--- src/rtl/pipeline_pkg.sv ---
// Shared definitions for the MIPS pipeline stages: bubble encoding, reset PC
// and the instruction-fetch FSM state type.
package pipeline_pkg;

   localparam logic [31:0] NOP_INSN         = 32'h0000_0000;
   localparam logic [31:0] DEFAULT_RESET_PC = 32'h0000_0000;

   typedef enum logic [1:0] {
      S_BOOT  = 2'd0,
      S_FETCH = 2'd1,
      S_HOLD  = 2'd2
   } if_state_t;

   function automatic logic [31:0] word_align(input logic [31:0] addr);
      return {addr[31:2], 2'b00};
   endfunction

endpackage

--- src/rtl/if_skid_buffer.sv ---
// One-entry {insn, pc} holding register that catches a fetched word when ID
// stalls in the cycle the memory answers.
module if_skid_buffer
   import pipeline_pkg::*;
(
   input  logic        clk,
   input  logic        rst_n,
   input  logic        load,
   input  logic        drain,
   input  logic        flush,
   input  logic [31:0] load_insn,
   input  logic [31:0] load_pc,
   output logic        full,
   output logic [31:0] insn,
   output logic [31:0] pc
);

   logic        full_q, full_d;
   logic [31:0] insn_q, insn_d;
   logic [31:0] pc_q,   pc_d;

   always_comb begin
      full_d = full_q;
      insn_d = insn_q;
      pc_d   = pc_q;
      if (flush) begin
         full_d = 1'b0;
      end else if (load) begin
         full_d = 1'b1;
         insn_d = load_insn;
         pc_d   = load_pc;
      end else if (drain) begin
         full_d = 1'b0;
      end
   end

   // NOTE: the payload is reset as well as the flag; it is a single entry, and a
   // known value keeps X out of ID if the flag is ever mis-sampled.
   always_ff @(posedge clk or negedge rst_n) begin
      if (!rst_n) begin
         full_q <= 1'b0;
         insn_q <= NOP_INSN;
         pc_q   <= '0;
      end else begin
         full_q <= full_d;
         insn_q <= insn_d;
         pc_q   <= pc_d;
      end
   end

   assign full = full_q;
   assign insn = insn_q;
   assign pc   = pc_q;

endmodule

--- src/rtl/pipeline_if_stage.sv ---
// Instruction-fetch stage: PC register, fetch FSM and IF/ID register. Obeys the
// ID decoder's stall and redirect, with a skid buffer for same-cycle stalls.
module pipeline_if_stage
   import pipeline_pkg::*;
#(
   parameter logic [31:0] RESET_PC = DEFAULT_RESET_PC
) (
   input  logic        clk,
   input  logic        rst_n,
   input  logic        stall,
   input  logic        redirect,
   input  logic [31:0] redirect_target,
   output logic        imem_req,
   output logic [31:0] imem_addr,
   input  logic [31:0] imem_rdata,
   input  logic        MIO_ready,
   output logic [31:0] id_instruction,
   output logic [31:0] id_pc,
   output logic [31:0] id_pc_plus4,
   output logic        id_valid
);

   if_state_t   state_q, state_d;
   logic [31:0] pc_q, pc_d;
   logic [31:0] id_instruction_q, id_instruction_d;
   logic [31:0] id_pc_q, id_pc_d;
   logic        id_valid_q, id_valid_d;

   logic        skid_load, skid_drain, skid_flush, skid_full;
   logic [31:0] skid_insn, skid_pc;

   if_skid_buffer u_skid (
      .clk       (clk),
      .rst_n     (rst_n),
      .load      (skid_load),
      .drain     (skid_drain),
      .flush     (skid_flush),
      .load_insn (imem_rdata),
      .load_pc   (pc_q),
      .full      (skid_full),
      .insn      (skid_insn),
      .pc        (skid_pc)
   );

   // NOTE: every output of this block gets a hold value first, so no path
   // through the case statement can leave one unassigned and infer a latch.
   always_comb begin
      state_d          = state_q;
      pc_d             = pc_q;
      id_instruction_d = id_instruction_q;
      id_pc_d          = id_pc_q;
      id_valid_d       = id_valid_q;
      skid_load        = 1'b0;
      skid_drain       = 1'b0;
      skid_flush       = 1'b0;

      case (state_q)
         S_BOOT: state_d = S_FETCH;

         S_FETCH: begin
            if (stall) begin
               if (MIO_ready) begin
                  skid_load = 1'b1;
                  pc_d      = pc_q + 32'd4;
                  state_d   = S_HOLD;
               end
            end else if (redirect) begin
               pc_d             = word_align(redirect_target);
               id_instruction_d = NOP_INSN;
               id_valid_d       = 1'b0;
               skid_flush       = 1'b1;
            end else if (MIO_ready) begin
               id_instruction_d = imem_rdata;
               id_pc_d          = pc_q;
               id_valid_d       = 1'b1;
               pc_d             = pc_q + 32'd4;
            end else begin
               id_instruction_d = NOP_INSN;
               id_valid_d       = 1'b0;
            end
         end

         S_HOLD: begin
            // PC already points past the buffered word, so draining leaves it alone.
            if (!stall) begin
               state_d = S_FETCH;
               if (redirect) begin
                  pc_d             = word_align(redirect_target);
                  id_instruction_d = NOP_INSN;
                  id_valid_d       = 1'b0;
                  skid_flush       = 1'b1;
               end else if (skid_full) begin
                  id_instruction_d = skid_insn;
                  id_pc_d          = skid_pc;
                  id_valid_d       = 1'b1;
                  skid_drain       = 1'b1;
               end
            end
         end

         default: state_d = S_BOOT;
      endcase
   end

   // NOTE: state registers use non-blocking assignments so every flop samples
   // the pre-edge values regardless of statement order.
   always_ff @(posedge clk or negedge rst_n) begin
      if (!rst_n) begin
         state_q          <= S_BOOT;
         pc_q             <= RESET_PC;
         id_instruction_q <= NOP_INSN;
         id_pc_q          <= '0;
         id_valid_q       <= 1'b0;
      end else begin
         state_q          <= state_d;
         pc_q             <= pc_d;
         id_instruction_q <= id_instruction_d;
         id_pc_q          <= id_pc_d;
         id_valid_q       <= id_valid_d;
      end
   end

   assign imem_req       = (state_q == S_FETCH);
   assign imem_addr      = pc_q;
   assign id_instruction = id_instruction_q;
   assign id_pc          = id_pc_q;
   assign id_pc_plus4    = id_pc_q + 32'd4;
   assign id_valid       = id_valid_q;

endmodule

--- config.mk ---
export PLATFORM = sky130hd
export DESIGN_NAME = pipeline_if_stage
export DESIGN_NICKNAME = d
export VERILOG_FILES = /design/src/rtl/pipeline_pkg.sv /design/src/rtl/if_skid_buffer.sv /design/src/rtl/pipeline_if_stage.sv
export SDC_FILE = /design/constraint.sdc
export NUM_CORES = 1
export LEC_CHECK = 0
export CAP_MARGIN = 30
export CORE_MARGIN = 1.5
export CORE_UTILIZATION = 40
export DETAILED_ROUTE_END_ITERATION = 10
export GPL_TIMING_DRIVEN = 0
export PLACE_DENSITY = 0.67
export SLEW_MARGIN = 30
export SYNTH_ARGS = -nofsm -noshare
export SYNTH_HDL_FRONTEND = slang
export SYNTH_SLANG_ARGS = --single-unit
export TNS_END_PERCENT = 30
--- constraint.sdc ---
create_clock -name clk -period 5.45 [get_ports clk]
set_input_delay 1.09 -clock clk [delete_from_list [all_inputs] [get_ports clk]]
set_output_delay 1.09 -clock clk [all_outputs]
set_load 0.02 [all_outputs]
==> metrics.txt, run 1 <==
crit path DAT=3.16 ns; overflow left after global routing=0; die height=143 um; worst r2r src=state_q[0]$_DFFE_PN0P_; GRT Total Usage=22.5%; DP Wirelength=16000 um; I/O Pins=199; setup TNS=0 ns; CP Launch Type=flop; post-synthesis cell count=about 750; Min-Delay Path Class=flop to flop; Mapped Avg Cell Area=10.3 um^2; Max Freq=around 0.24 GHz; Detail Route Antenna Nets=0; critical path class=flop to output port; max cap viols=0; CTS root buf=clkbuf_16; crit path from=id_pc[4]$_DFFE_PN0P_; post-synthesis cell area=7790 um^2; largest net degree at the start of global routing=63; number of global-route vias before repair=6405; Finished Layout Cells=around 1200; RSZ-0062 raised after global routing=no; post-route clock skew=0.00673 ns; share of the synthesized area in the top cell type=50.7%; drt drc=0; H-tree depth=4; Iter 0 DRT Violations=~450; commonest non-fill, non-tap cell in the layout=clkdlybuf4s50_1; Stages on worst setup path=6; post-placement cell count=1210; worst-case clock buffer depth=2; Power Density=644 nW/um^2; fin nets=1043; Yosys Warn Count=0; worst-path cell with the longest stage delay=clkdlybuf4s50_1; FFs w/ async S/R, synth=100%; Post-CTS Setup Repair Bufs=0; Post-CTS Hold Buffers=0; top_reg_cell synth=dfrtp_1; Avg Vias per Cell=around 5.4; Worst Hold Path Cells=2; FP Rows=50; most frequent cells in the layout=188 x clkdlybuf4s50_1, 158 x dfrtp_1, 68 x nand2_1; Clock transition at path regs=0.06 ns; routed length per instance=17.7 um; worst-path fanout max=7; CP delay by family, top=simple AND/OR/NAND/NOR gates; ANT cells=0; Final Max Tran Viols=0; flops & latches, synth=roughly 160; CP Buf/Inv Count=1; port bufs=189; worst reg2reg path endpoint=imem_addr[26]$_DFFE_PN0P_; max_slew headroom=35.7%; hold path start=id_valid$_DFFE_PN0P_; DRT Pass-1 Iters=5; data required time of the critical path=4.36 ns; Vias=6645; EDFF count, synth=0; Period Utilization, post-route=78.0%; Final min period=4.25 ns; largest cells by area after synthesis=dfrtp_1 51%, mux2_2 8.4%, mux2i_1 4.5%, a21oi_1 4.1%, nand2_1 3.3%; Setup WS post-layout=1.20 ns; status=complete, no violations; Max rail drop VDD=roughly 0.43 mV; initial antenna violation count=1; Place WS=between 1.5 and 2 ns; Worst path most repeated cell=nand4_1; crit-path cells=and4_1, nand4_1, nor3_1, nand4_1, xnor2_1, clkdlybuf4s50_1; Syn-to-layout area delta=37.2%; die footprint=20300 um^2; Chip Width=143 um; cts repair resizes=0; Reg2Reg Setup Slack=approximately 2.9 ns; clk sinks=approximately 160; sink of the worst hold path=id_valid$_DFFE_PN0P_; Synth cell types=54; WL final=between 20000 and 25000 um; gpl congestion=0.869; total CTS buffers=17; Final Hold Viols=0; CTS tree=done; part of the Yosys area used for sequential elements=50.7%; wire length of the first global-routing pass=35300 um; utilization after layout=56.6%; LEAKAGE=0.00424 uW; Initial Util=41.3%; max incr delay on CP=0.62 ns; final setup vio count=0; largest area contributor in the netlist=dfrtp_1; Crit. End Element=output port; CORE AREA=18900 um^2; Worst-Margin Slew=0.937 ns; clock latency at the later pin of the worst-skew pair=around 0.42 ns; fraction of final layout cells sized beyond drive strength 1=12.4%; Register-to-Register Path Depth=7
## how the worst max path moves through the flow
stage,slack [ns],end
final,1.20,id_pc_plus4[27]
after global placement,-3.38,id_instruction[4]$_DFFE_PN0P_
after floorplan,2.47,id_pc_plus4[27]
after detailed placement,1.55,id_pc_plus4[27]
after global routing,0.95,id_pc_plus4[31]
after CTS,1.09,id_pc_plus4[27]
## flip-flops by register name, indices dropped and copies added (netlist names)
name            flops
u_skid.insn        32
u_skid.pc          30
imem_addr          30
u_skid.full         1
id_instruction     32
state_q             2
id_pc              30
id_valid            1
## tightest hold or removal path, cell delays in order (launching register included)
cell,delay (ns)
dfrtp_1,0.34
nand2_1,0.05
o21ai_0,0.06
## synth_stat cells (all sizes together) (5+ instances only)
cell     count
clkbuf      28
a21oi       64
and3         8
o22ai       13
xor2         6
nor3         6
nand4       15
and4         6
ha           5
xnor2       22
o21ai       57
mux2i       35
dfrtp      158
mux2        58
buf         31
inv          9
a2bb2oi      9
nor2        57
a22oi       33
nand2       68
nand3       30
## cell families after synthesis
logic type	after synthesis	synth area share (%)
XOR/XNOR	28	3.15
flip-flops	158	50.7
multiplexers	93	12.9
AO/OA/AOI/OAI	203	16.2
AND/OR/NAND/NOR	198	12.3
adder cells (fa/ha/maj)	5	0.803
other	1	0.0481
buffers and inverters	68	3.87
## metal layers
layer  GRT usage (%)  share of wire [%]  vias to the layer above
li1                -                  -                     3139
met1            32.2                 45                     3226
met2            34.3                 46                      242
met3            3.70                6.1                       36
met4            8.14                2.4                        2
met5               0              0.032                        -
## where the power goes
group	switching (uW)	internal [uW]	total, uW
Combinational	1810	1560	3370
Clock	494	716	1210
Sequential	556	1750	2300
Total	2860	4020	6890
## metrics by stage
| step | total power [uW] | area, um^2 | hold slack, ns |
|---|---|---|---|
| finish | 6890 | 10700 | 0.474 |
| global route | 7350 | 10700 | 0.509 |
| CTS | 6940 | 10700 | 0.483 |
| detailed placement | 5710 | 10100 | 0.469 |
| global placement | 5650 | 10000 | 0.462 |
| floorplan | 4180 | 7810 | 0.450 |
## layout make-up
cell class,count,area [um^2]
tap,260,325
sequential,158,3950
clock buffer,21,470
fill,1691,8200
inverter,9,33.8
clock inverter,11,131
timing repair buffer,191,1950
buffer,59,268
multi-input combinational,533,3560
No activity file was read; power rests on OpenSTA's default activity.
==> run 2: changes to the inputs <==
- PLACE_DENSITY: 0.67 -> 0.7
- clock period: 5.45 -> 3.5 ns (I/O delays scaled with it)
==> metrics.txt, run 2 (synthesized netlist as in run 1, its figures left out) <==
GRT Total Usage=22.8% (+0.34 points); DRT Pass-1 Iters=5 (unchanged); Initial Util=41.3% (unchanged); overflow left after global routing=0 (unchanged); Iter 0 DRT Violations=415 (-6.7%); drt drc=0 (unchanged); switching portion of total power=42.4% (+0.81 points); CP Launch Type=flop; final setup vio count=0 (unchanged); H-tree depth=4 (unchanged); Crit. End Element=output port; gpl congestion=0.864 (-0.50%); worst-path fanout max=6 (-1); routed length per instance=18.1 um (+2.1%); port bufs=189 (unchanged); Final Max Tran Viols=0 (unchanged); Period Utilization, post-route=96.1%; Setup WS post-layout=0.136 ns (-1.06 ns); Max rail drop VDD=0.695 mV (+63%); WL final=22500 um (+2.2%); number of global-route vias before repair=6567 (+2.5%); Syn-to-layout area delta=37.7%; clk sinks=158 (unchanged); CORE AREA=18900 um^2 (unchanged); max_slew headroom=39.2% (+3.5 points); largest net degree at the start of global routing=85 (+35%); clock latency at the later pin of the worst-skew pair=0.42 ns (about the same); die footprint=20300 um^2 (unchanged); worst-case clock buffer depth=2 (unchanged); Max Freq=between 0.2 and 0.3 GHz; ANT cells=0 (unchanged); Clock transition at path regs=0.07 ns (about the same); fraction of final layout cells sized beyond drive strength 1=13.3% (+0.90 points); Min-Delay Path Class=input pin to async pin; CTS tree=done; I/O Pins=199 (unchanged); Avg Vias per Cell=5.41 (+1.2%); Internal=6230 uW (+55%); crit path DAT=2.66 ns (-0.50 ns); die height=143 um (unchanged); Chip Width=143 um (unchanged); CTS root buf=clkbuf_16; Vias=6730 (+1.3%); FP Rows=50 (unchanged); Post-CTS Hold Buffers=0 (unchanged); Net Switching=4580 uW (+60%); Hold Slack=0.228 ns (-0.246 ns); commonest non-fill, non-tap cell in the layout=clkdlybuf4s50_1; data required time of the critical path=2.80 ns (-1.56 ns); post-route clock skew=0.00783 ns (+0.00110 ns); Reg power frac=33.5% (about the same); initial antenna violation count=0 (-1); Final min period=3.36 ns; total CTS buffers=17 (unchanged); Logic pwr share=49.1% (about the same); wire length of the first global-routing pass=35900 um (+1.6%); critical path class=flop to output port; clock share of power=17.4% (-0.2 points); Worst-Margin Slew=0.886 ns (-0.0513 ns); most frequent cells in the layout=184 x clkdlybuf4s50_1, 155 x dfrtp_1, 68 x nand2_1; DP Wirelength=16200 um (+1.2%); status=complete, no violations; LEAKAGE=0.00428 uW (+1.0%); max cap viols=0 (unchanged); Power Density=1010 nW/um^2 (+56%); Detail Route Antenna Nets=0 (unchanged); Place WS=0.00325 ns (-1.55 ns); Final Hold Viols=0 (unchanged); fin nets=1044 (+0.096%)
==> run 2: changes by cell type in the layout (fill, tap and decap cells not counted), moves of 3 or more <==
cell / previous run / this run
dlymetal6s2s_1: 0 / 4
clkdlybuf4s50_1: 188 / 184
clkbuf_8: 3 / 0
dfrtp_1: 158 / 155
dfrtp_2: 0 / 3
inv_6: 2 / 5
==> run 2: repair_timing <==
item | 4_1_cts | 5_1_grt
pin swaps | 0 | 0
gates resized for setup | 3 | 12
cloned | 0 | 0
endpoints found under the setup margin | 17 | 15
setup buffers | 2 | 0
==> run 2: critical path, cell delays in order, from the launching register on <==
cell	delay, ns
dfrtp_1	0.54
and4_1	0.25
nand4_1	0.11
buf_4	0.19
nor3_4	0.27
nand3_1	0.13
xnor2_1	0.14
clkdlybuf4s50_1	0.61
==> run 2: power groups by stage <==
stage | Clock, uW | Combinational (uW) | Sequential, uW
floorplan | 0 | 2490 | 4020
global placement | 0 | 5210 | 3600
detailed placement | 0 | 5280 | 3630
CTS | 1930 | 5320 | 3610
global route | 2000 | 5720 | 3760
finish | 1880 | 5300 | 3620
==> run 2: worst paths after layout <==
path | cells after the start | to | start | slack [ns]
hold / removal | 1 | id_instruction[11]$_DFFE_PN0P_ | rst_n | 0.23
setup / recovery | 7 | id_pc_plus4[26] | id_pc[10]$_DFFE_PN0P_ | 0.14
min in group clk | 2 | id_instruction[8]$_DFFE_PN0P_ | id_instruction[8]$_DFFE_PN0P_ | 0.48
hold reg to reg | 2 | id_instruction[8]$_DFFE_PN0P_ | id_instruction[8]$_DFFE_PN0P_ | 0.48
max in group asynchronous | 2 | id_pc[9]$_DFFE_PN0P_ | rst_n | 2.42
setup reg to reg | 7 | imem_addr[19]$_DFFE_PN0P_ | state_q[0]$_DFFE_PN0P_ | 0.98
==> run 2: layer usage <==
metal | track usage [%] | vias to the layer above | share of wire [%]
li1 | - | 3144 | -
met2 | 36.8 | 267 | 47
met4 | 6.67 | 0 | 2.5
met3 | 3.70 | 37 | 6.1
met5 | 0 | - | 0
met1 | 31.8 | 3282 | 44
==> run 2: layout make-up <==
type / count / area [um^2]
Clock buffer: 17 / 425
Timing Repair Buffer: 192 / 1950
Buffer: 59 / 268
Tap cell: 260 / 325
Multi-Input combinational cell: 533 / 3600
Sequential cell: 158 / 3960
Inverter: 9 / 33.8
Fill cell: 1653 / 8160
Clock inverter: 15 / 174
==> run 2: stage by stage <==
step | instances | cell area, um^2 | total power [uW] | util [%] | TNS (ns)
floorplan | 759 | 7810 | 6500 | - | 0
global route | 1243 | 10700 | 11500 | 56.8 | -0.00649
CTS | 1243 | 10700 | 10900 | 56.6 | -0.713
detailed placement | 1209 | 10100 | 8920 | 53.3 | 0
global placement | 1208 | 10000 | 8810 | 53.1 | -769.06
finish | 1243 | 10700 | 10800 | 56.8 | 0
==> run 3: changes to the inputs <==
- PLACE_DENSITY: 0.7 -> 0.69
- SYNTH_HIERARCHICAL: unset -> 1
==> metrics.txt, run 3 <==
status=complete, no violations; worst-path cell with the longest stage delay=clkdlybuf4s50_1; fillers=1798 (+8.8%); Max rail drop VDD=0.476 mV (-31%); routed length per instance=18.0 um (-0.50%); Max Freq=0.298 GHz (+0.24%); Worst-Margin Slew=1.01 ns (+0.120 ns); Final Hold Viols=0 (unchanged); Vias=6862 (+2.0%); Setup WS post-layout=0.144 ns (+0.00806 ns); clock latency at the later pin of the worst-skew pair=0.43 ns (about the same); commonest non-fill, non-tap cell in the layout=clkdlybuf4s50_1; GRT Total Usage=21.4% (-1.4 points); overflow left after global routing=0 (unchanged); Place WS=-0.0675 ns (-0.0708 ns); gpl congestion=0.834 (-3.6%); Chip Width=148 um (+3.9%); part of the Yosys area used for sequential elements=48.1% (-2.6 points); Crit. End Element=output port; I/O Pins=199 (unchanged); Min-Delay Path Class=input pin to async pin; Clock transition at path regs=0.06 ns (about the same); Iter 0 DRT Violations=467 (+13%); Period Utilization, post-route=95.9% (-0.23 points); LEAKAGE=0.00465 uW (+8.5%); EDFF count, synth=0 (unchanged); share of the synthesized area in the top cell type=48.1% (-2.6 points); CORE AREA=20400 um^2 (+8.1%); Post-synth top cells=162 x dfrtp_1, 70 x a21oi_1, 64 x nand2_1; post-synthesis cell area=8420 um^2 (+8.0%); Final Max Tran Viols=0 (unchanged); fin nets=1073 (+2.8%); clk sinks=162 (+2.5%); number of global-route vias before repair=6762 (+3.0%); top_reg_cell synth=dfrtp_1; flops & latches, synth=162 (+2.5%); RSZ-0062 raised after global routing=no; crit path DAT=2.66 ns (about the same); post-route clock skew=0.0121 ns (+0.00426 ns); CTS root buf=clkbuf_16; initial antenna violation count=2 (+2); WL final=23100 um (+2.6%); fraction of final layout cells sized beyond drive strength 1=14.1% (+0.82 points); Mapped Avg Cell Area=10.8 um^2 (+4.4%); max incr delay on CP=0.62 ns (about the same); DP Wirelength=16500 um (+1.9%); FFs w/ async S/R, synth=100% (unchanged); largest cells by area after synthesis=dfrtp_1 48%, mux2_4 11%, a21oi_1 4.2%, mux2i_1 4.2%, a22oi_1 2.9%; Yosys Warn Count=6 (+6); FP Rows=52 (+4.0%); crit-path cells=ha_1, nand4_1, nor3_4, buf_4, nand2_1, xnor2_1, clkdlybuf4s50_1; drt drc=0 (unchanged); Final min period=3.36 ns (-0.00807 ns); post-synthesis cell count=780 (+3.4%); CTS tree=done; H-tree depth=4 (unchanged); final setup vio count=0 (unchanged); Avg Vias per Cell=5.35 (-1.1%); Detail Route Antenna Nets=0 (unchanged); Syn-to-layout area delta=35.0%; data required time of the critical path=2.80 ns (about the same); total CTS buffers=17 (unchanged); largest area contributor in the netlist=dfrtp_1; placed instance area=10800 um^2 (+6.9%); Initial Util=41.2% (about the same); Total Power=11200 uW (+3.4%); most frequent cells in the layout=182 x clkdlybuf4s50_1, 160 x dfrtp_1, 70 x a21oi_1; port bufs=193 (+2.1%); Power Density=983 nW/um^2 (-2.4%); Synth cell types=66 (+22%); worst-path fanout max=6 (unchanged); most numerous cell in the Yosys netlist=dfrtp_1; die footprint=21900 um^2 (+7.9%); max cap viols=0 (unchanged); max_slew headroom=32.9% (-6.3 points); die height=148 um (+3.9%); DRT Pass-1 Iters=6 (+1); worst-case clock buffer depth=2 (unchanged); critical path class=flop to output port; largest net degree at the start of global routing=72 (-15%); CP Launch Type=flop; final instance area=11400 um^2 (+5.9%); wire length of the first global-routing pass=36900 um (+2.6%)
-- run 3: cell types whose count changed after synthesis, moves of 7 or more --
cell / previous run / this run
mux2_4: 0 / 60
mux2_2: 58 / 4
o21ai_1: 10 / 0
buf_1: 11 / 4
buf_12: 0 / 7
clkbuf_1: 28 / 35
-- run 3: power breakdown --
part	internal, uW	switching [uW]	total [uW]
clock network	948	832	1780
logic	2760	2970	5740
registers	2760	899	3660
total	6470	4710	11200
-- run 3: repair_timing --
action | 4_1_cts | 5_1_grt
cloned | 0 | 0
resized for setup | 11 | 6
setup endpoints to repair | 15 | 10
hold buffers | 0 | 0
buffers inserted | 3 | 1
pin swaps | 2 | 2
-- run 3: cell families (layout without fill, tap and decap cells) --
logic type | after synthesis | after routing | synth area share (%)
and+or+nand+nor | 222 | 222 | 13.5
AOI/OAI and AO/OA | 196 | 196 | 14.6
DFF | 162 | 162 | 48.1
muxes | 99 | 99 | 15.4
buffers and inverters | 66 | 294 | 4.58
xor gates and xnor gates | 28 | 28 | 2.91
adders and majority gates | 6 | 6 | 0.891
other | 1 | 5 | 0.0445
-- run 3: critical path: cells and delay by family (launching register included) --
kind / cells / cell delay [ns]
flops: 1 / 0.45
fa+ha+maj: 1 / 0.27
buf+inv: 2 / 0.81
xor+xnor: 1 / 0.13
simple gates: 3 / 0.57
-- run 3: final timing paths --
kind	startpoint	endpoint	slack, ns	cells past startpoint
setup / recovery	id_pc[3]$_DFFE_PN0P_	id_pc_plus4[18]	0.14	7
hold / removal	rst_n	id_pc[4]$_DFFE_PN0P_	0.15	1
setup reg to reg	state_q[0]$_DFFE_PN0P_	imem_addr[8]$_DFFE_PN0P_	0.80	9
hold reg to reg	id_instruction[13]$_DFFE_PN0P_	id_instruction[13]$_DFFE_PN0P_	0.48	2
max in group asynchronous	rst_n	u_skid/pc[21]$_DFFE_PN0P_	2.39	3
min in group clk	id_instruction[13]$_DFFE_PN0P_	id_instruction[13]$_DFFE_PN0P_	0.48	2
-- run 3: layout make-up --
| type | instances | area (um^2) | area share, % |
|---|---|---|---|
| Buffer | 54 | 340 | 2.99 |
| Multi-Input combinational cell | 555 | 4010 | 35.3 |
| Timing Repair Buffer | 199 | 2030 | 17.8 |
| Tap cell | 270 | 338 | 2.97 |
| Antenna cell | 1 | 2.50 | 0.0220 |
| Inverter | 9 | 33.8 | 0.297 |
| Clock inverter | 14 | 118 | 1.03 |
| Clock buffer | 18 | 439 | 3.86 |
| Sequential cell | 162 | 4060 | 35.7 |
-- run 3: routing by layer --
layer,global-route usage [%],up-vias,routed length [um]
met4,6.93,0,417
li1,-,3259,-
met2,33.8,221,10900
met1,29.3,3358,10300
met5,0,-,0
met3,4.82,24,1460
-- run 3: metrics by stage --
step | utilization [%] | hold slack [ns] | cells | TNS, ns
finish | 55.6 | 0.147 | 1282 | 0
global route | 55.6 | 0.159 | 1282 | 0
CTS | 55.5 | 0.146 | 1280 | 0
detailed placement | 52.7 | 0.470 | 1248 | -0.151
global placement | 52.4 | 0.463 | 1246 | -829.67
floorplan | - | 0.404 | 783 | 0
